===== config.mk =====
export PLATFORM = sky130hd
export DESIGN_NAME = mesh_node_flat
export DESIGN_NICKNAME = d
export VERILOG_FILES = /design/src/rtl/mesh_node_pkg.sv /design/src/rtl/mesh_node_if.sv /design/src/rtl/mesh_node_pix_cmp.sv /design/src/rtl/mesh_node.sv /design/src/flat_wrapper.sv
export SDC_FILE = /design/constraint.sdc
export NUM_CORES = 1
export LEC_CHECK = 0
export BUFFER_PORTS_ARGS = -buffer_cell sky130_fd_sc_hd__buf_2
export CAP_MARGIN = 20
export CORE_AREA = 8 8 45 47
export DETAILED_ROUTE_END_ITERATION = 7
export DIE_AREA = 0 0 53 55
export MAX_ROUTING_LAYER = met4
export PLACE_DENSITY = 0.6
export RECOVER_POWER = 25
export SYNTH_ARGS = -nofsm -noshare
export SYNTH_HDL_FRONTEND = slang
export SYNTH_SLANG_ARGS = --single-unit

===== constraint.sdc =====
create_clock -name clk -period 2.9 [get_ports clk]
set_input_delay 0.29 -clock clk [delete_from_list [all_inputs] [get_ports clk]]
set_output_delay 0.29 -clock clk [all_outputs]
set_load 0.1 [all_outputs]

===== src/rtl/mesh_node_pkg.sv =====
// Shared constants for the pixel comparator mesh: default pixel width and the
// bit position each neighbour occupies in the 4-bit comparison vector.
package mesh_node_pkg;

    localparam int PIX_W_DEF = 2;
    localparam int NBR_NUM   = 4;

    // cmp vector layout is {N, W, E, S}
    localparam int CMP_N = 3;
    localparam int CMP_W = 2;
    localparam int CMP_E = 1;
    localparam int CMP_S = 0;

endpackage


===== src/rtl/mesh_node_if.sv =====
// Pixel neighbourhood bundle between the mesh parent and one mesh_node.
// No handshake: the parent presents pixels and polarity every cycle and the node
// answers one cycle later; there is no valid, ready or stall on this bundle.
interface mesh_node_if
    import mesh_node_pkg::*;
#(
    parameter int PIX_W = PIX_W_DEF
);
    logic [PIX_W-1:0]   pix_c;
    logic [PIX_W-1:0]   pix_n;
    logic [PIX_W-1:0]   pix_w;
    logic [PIX_W-1:0]   pix_e;
    logic [PIX_W-1:0]   pix_s;
    logic               high;
    logic [NBR_NUM-1:0] cmp;

    modport master (
        output pix_c, pix_n, pix_w, pix_e, pix_s, high,
        input  cmp
    );

    modport slave (
        input  pix_c, pix_n, pix_w, pix_e, pix_s, high,
        output cmp
    );
endinterface


===== src/rtl/mesh_node_pix_cmp.sv =====
// One polarity-selectable unsigned comparator between the centre pixel and a
// neighbour; equal values report 1 in both polarities.
module pix_cmp
    import mesh_node_pkg::*;
#(
    parameter int PIX_W = PIX_W_DEF
) (
    input  logic [PIX_W-1:0] c,
    input  logic [PIX_W-1:0] x,
    input  logic             high,
    output logic             res
);
    assign res = high ? (c >= x) : (c <= x);
endmodule


===== src/rtl/mesh_node.sv =====
// One mesh processing element: compares the centre pixel against its four torus
// neighbours and registers the {N,W,E,S} result vector with one cycle of latency.
module mesh_node
    import mesh_node_pkg::*;
#(
    parameter int PIX_W = PIX_W_DEF
) (
    input  logic       clk,
    input  logic       rst,
    mesh_node_if.slave bus
);
    logic [PIX_W-1:0]   nbr [NBR_NUM];
    logic [NBR_NUM-1:0] cmp_d;
    logic [NBR_NUM-1:0] cmp_q;

    assign nbr[CMP_N] = bus.pix_n;
    assign nbr[CMP_W] = bus.pix_w;
    assign nbr[CMP_E] = bus.pix_e;
    assign nbr[CMP_S] = bus.pix_s;

    for (genvar i = 0; i < NBR_NUM; i++) begin : g_cmp
        pix_cmp #(
            .PIX_W (PIX_W)
        ) u_pix_cmp (
            .c    (bus.pix_c),
            .x    (nbr[i]),
            .high (bus.high),
            .res  (cmp_d[i])
        );
    end

    // Reset wins over any input in the same cycle.
    always_ff @(posedge clk) begin
        if (rst) begin
            cmp_q <= '0;
        end else begin
            cmp_q <= cmp_d;
        end
    end

    assign bus.cmp = cmp_q;
endmodule


===== src/flat_wrapper.sv =====
// flat-port wrapper written by rule: the top's interface ports become plain ports
module mesh_node_flat import mesh_node_pkg::*;
#(
    parameter int PIX_W = PIX_W_DEF
)
  (clk, rst, bus_pix_c, bus_pix_n, bus_pix_w, bus_pix_e, bus_pix_s, bus_high, bus_cmp);
  mesh_node_if #(.PIX_W(PIX_W)) bus_i ();
  input  logic clk;
  input  logic rst;
  input wire logic [$bits(bus_i.pix_c)-1:0] bus_pix_c;
  input wire logic [$bits(bus_i.pix_n)-1:0] bus_pix_n;
  input wire logic [$bits(bus_i.pix_w)-1:0] bus_pix_w;
  input wire logic [$bits(bus_i.pix_e)-1:0] bus_pix_e;
  input wire logic [$bits(bus_i.pix_s)-1:0] bus_pix_s;
  input wire logic [$bits(bus_i.high)-1:0] bus_high;
  output wire logic [$bits(bus_i.cmp)-1:0] bus_cmp;
  assign bus_i.pix_c = bus_pix_c;
  assign bus_i.pix_n = bus_pix_n;
  assign bus_i.pix_w = bus_pix_w;
  assign bus_i.pix_e = bus_pix_e;
  assign bus_i.pix_s = bus_pix_s;
  assign bus_i.high = bus_high;
  assign bus_cmp = bus_i.cmp;
  mesh_node #(.PIX_W(PIX_W)) u_core (.clk(clk), .rst(rst), .bus(bus_i));
endmodule

==> out/metrics.csv <==
stage,metric,value,unit
worst_setup_path,CP endpoint kind,output pin,
route,routed vias,339,
place,placed cell areas,439.2,sq um
synth,Post-Syn Area per Cell,9.164,sq um
worst_setup_path,Top delay family on crit path,buffers and inverters,
worst_setup_path,largest stage delay on the critical path,0.42,ns
clock_network,Clock transition at path regs,0.04,ns
sta,Slew HR,0.6756,
global_routing,grt met3 use,0.03209,
final_layout,Inserted Diodes,0,
clock_network,post-cts hold buffer count,0,
sta,Pins Over Slew Limit,0,
sta,Worst-Margin Slew,0.4899,ns
synth,cells after synthesis,37,
global_routing,Overall Global Routing Usage,0.06472,
power,leakage,0.2516,nW
global_routing,global-route wire length before repair,1352,um
global_routing,met1 Use GR,0.06980,
power,Flop pwr share,0.273,
final_layout,Final Net Count,79,
place,RePlAce Congestion,0.7064,
worst_setup_path,WP buf/inv,1,
clock_network,H-tree depth,1,
global_routing,largest net degree at the start of global routing,9,
final_layout,fin util,0.3273,
sta,minimum clock period,1.238,ns
floorplan,die height,55,um
worst_setup_path,CP max stage cell,buf_2,
worst_setup_path,Worst Path Arrival,0.95,ns
global_routing,vias in the first global route,355,
floorplan,x dimension of the die,53,um
outcome,status,finished clean,
clock_network,root buffer cell,clkbuf_4,
synth,part of the Yosys area used for sequential elements,0.2362,
power,P_int,0.1368,mW
floorplan,core area,0.001384,sq mm
sta,RSZ-0062 raised after global routing,false,
run,Max-Cap Viols,0,
clock_network,clock buffer depth,2,
hold_path,HP Class,input pin to flop,
final_layout,most frequent cells in the layout,"buf_2, ha_1, inv_1",
synth,YS warnings,0,
sta,fin crit share,0.4269,
place,IO buf count,16,
clock_network,total clock sinks,4,
hold_path,Min-Delay Path Depth,2,
floorplan,row count,14,
final_layout,final instance area,452.9,sq um
floorplan,die area,0.002915,sq mm
worst_setup_path,CP max FO,1,
global_routing,GRT overflow,0,
worst_setup_path,CP Class,flop to output pin,
final_layout,Area Overhead vs Synth,33.58,%
route,WL/cell,11.17,um
power,combinational power share,0.419,
worst_setup_path,Worst Path Required,2.61,ns
clock_network,CTS tree,done,
floorplan,Starting Density,0.2450,
global_routing,initial antenna violation count,0,
route,vias per inst,4.708,
synth,Synth Register Bits,4,
worst_setup_path,startpoint type of the worst setup path,flop,
worst_setup_path,worst path cell trace,buf_2,
final_layout,max FFs per register,4,
power,Max VDD drop,0.09951,mV
sta,final setup vio count,0,
synth,Mapped Nets,58,
final_layout,share of cells above drive strength 1,0.3750,
global_routing,met2 usage,0.08789,
power,switching part of the total power,0.4012,
sta,Fin. Hold Viols,0,
route,drt pass-1 iters,4,
final_layout,"leading cell type in the layout, fill and taps excluded",buf_2,
route,total wire length,804,um
synth,post-synthesis instance area,339.1,sq um
sta,fmax,807.7,MHz
hold_path,hold path endpoint,u_core.bus.cmp[1]$_SDFF_PP0_,
hold_path,critical hold path startpoint,rst,
route,Final ANT Viol Nets,0,
power,Psw,0.09168,mW
clock_network,CTS Buf Count,3,
sta,setup tns final,0,ns
route,number of DRC markers in iteration 0,5,
synth,distinct cell type count after synthesis,8,
power,PwrDens,504.5,mW/mm^2
clock_network,PostCTS Resize Cnt,0,
global_routing,grt peak-use layer,met2,
clock_network,postcts setup bufs,0,
power,clock power share,0.308,
floorplan,IO Pins,17,
route,number of remaining DRC errors,0,
==> area by class of cell <==
type,instances,area (sq um)
Sequential cell,4,80.08
Clock buffer,3,22.52
Timing Repair Buffer,16,78.83
Tap cell,16,20.02
Multi-Input combinational cell,28,232.7
Inverter,5,18.77
Fill cell,157,930.9
==> power groups by stage <==
stage / Sequential, mW / Clock [mW] / Combinational, mW
floorplan: 0.107 / 0 / 0.0330
detailed placement: 0.0632 / 0 / 0.0985
CTS: 0.0623 / 0.0736 / 0.0993
global route: 0.0626 / 0.0778 / 0.104
global placement: 0.0633 / 0 / 0.0976
finish: 0.0623 / 0.0704 / 0.0958
==> routing by layer <==
| layer | part of all wire | wire [um] | vias up |
|---|---|---|---|
| li1 | - | - | 169 |
| met1 | 0.40 | 323 | 143 |
| met2 | 0.39 | 316 | 25 |
| met3 | 0.18 | 148 | 2 |
| met4 | 0.020 | 16 | 0 |
| met5 | 0 | 0 | - |
==> per-stage QoR <==
step	hold slack, ns	worst slack, ns	instances	total power [mW]
3_5_place_dp	0.5146	1.512	69	0.1617
6_report	0.2630	1.662	72	0.2285
5_1_grt	0.2636	1.629	72	0.2446
2_1_floorplan	0.3594	1.669	37	0.1403
3_3_place_gp	0.5181	1.534	69	0.1609
4_1_cts	0.2615	1.651	72	0.2352
==> cells in the mapped netlist, drive strengths merged <==
cell / n / area share
o21ai: 4 / 0.059
a31oi: 4 / 0.074
dfxtp: 4 / 0.24
ha: 8 / 0.30
inv: 5 / 0.055
nand2: 4 / 0.044
nor2b: 4 / 0.16
or3: 4 / 0.074
==> worst max-delay path by stage <==
stage / slack (ns) / cells past startpoint / from / end
after CTS: 1.65 / 1 / u_core.bus.cmp[2]$_SDFF_PP0_ / bus_cmp[2]
after global placement: 1.53 / 5 / bus_pix_c[1] / u_core.bus.cmp[2]$_SDFF_PP0_
after floorplan: 1.67 / 5 / bus_pix_w[1] / u_core.bus.cmp[2]$_SDFF_PP0_
final: 1.66 / 1 / u_core.bus.cmp[1]$_SDFF_PP0_ / bus_cmp[1]
after global routing: 1.63 / 1 / u_core.bus.cmp[3]$_SDFF_PP0_ / bus_cmp[3]
after detailed placement: 1.51 / 5 / bus_pix_c[1] / u_core.bus.cmp[3]$_SDFF_PP0_
==> cell families (layout without fill, tap and decap cells) <==
| logic type | Yosys count | after routing | synth area share |
|---|---|---|---|
| buffers and inverters | 5 | 24 | 0.05536 |
| AOI/OAI and AO/OA | 8 | 8 | 0.1328 |
| DFF | 4 | 4 | 0.2362 |
| and+or+nand+nor | 12 | 12 | 0.2804 |
| adders and majority gates | 8 | 8 | 0.2952 |
Power figures use the tool's default switching activity.
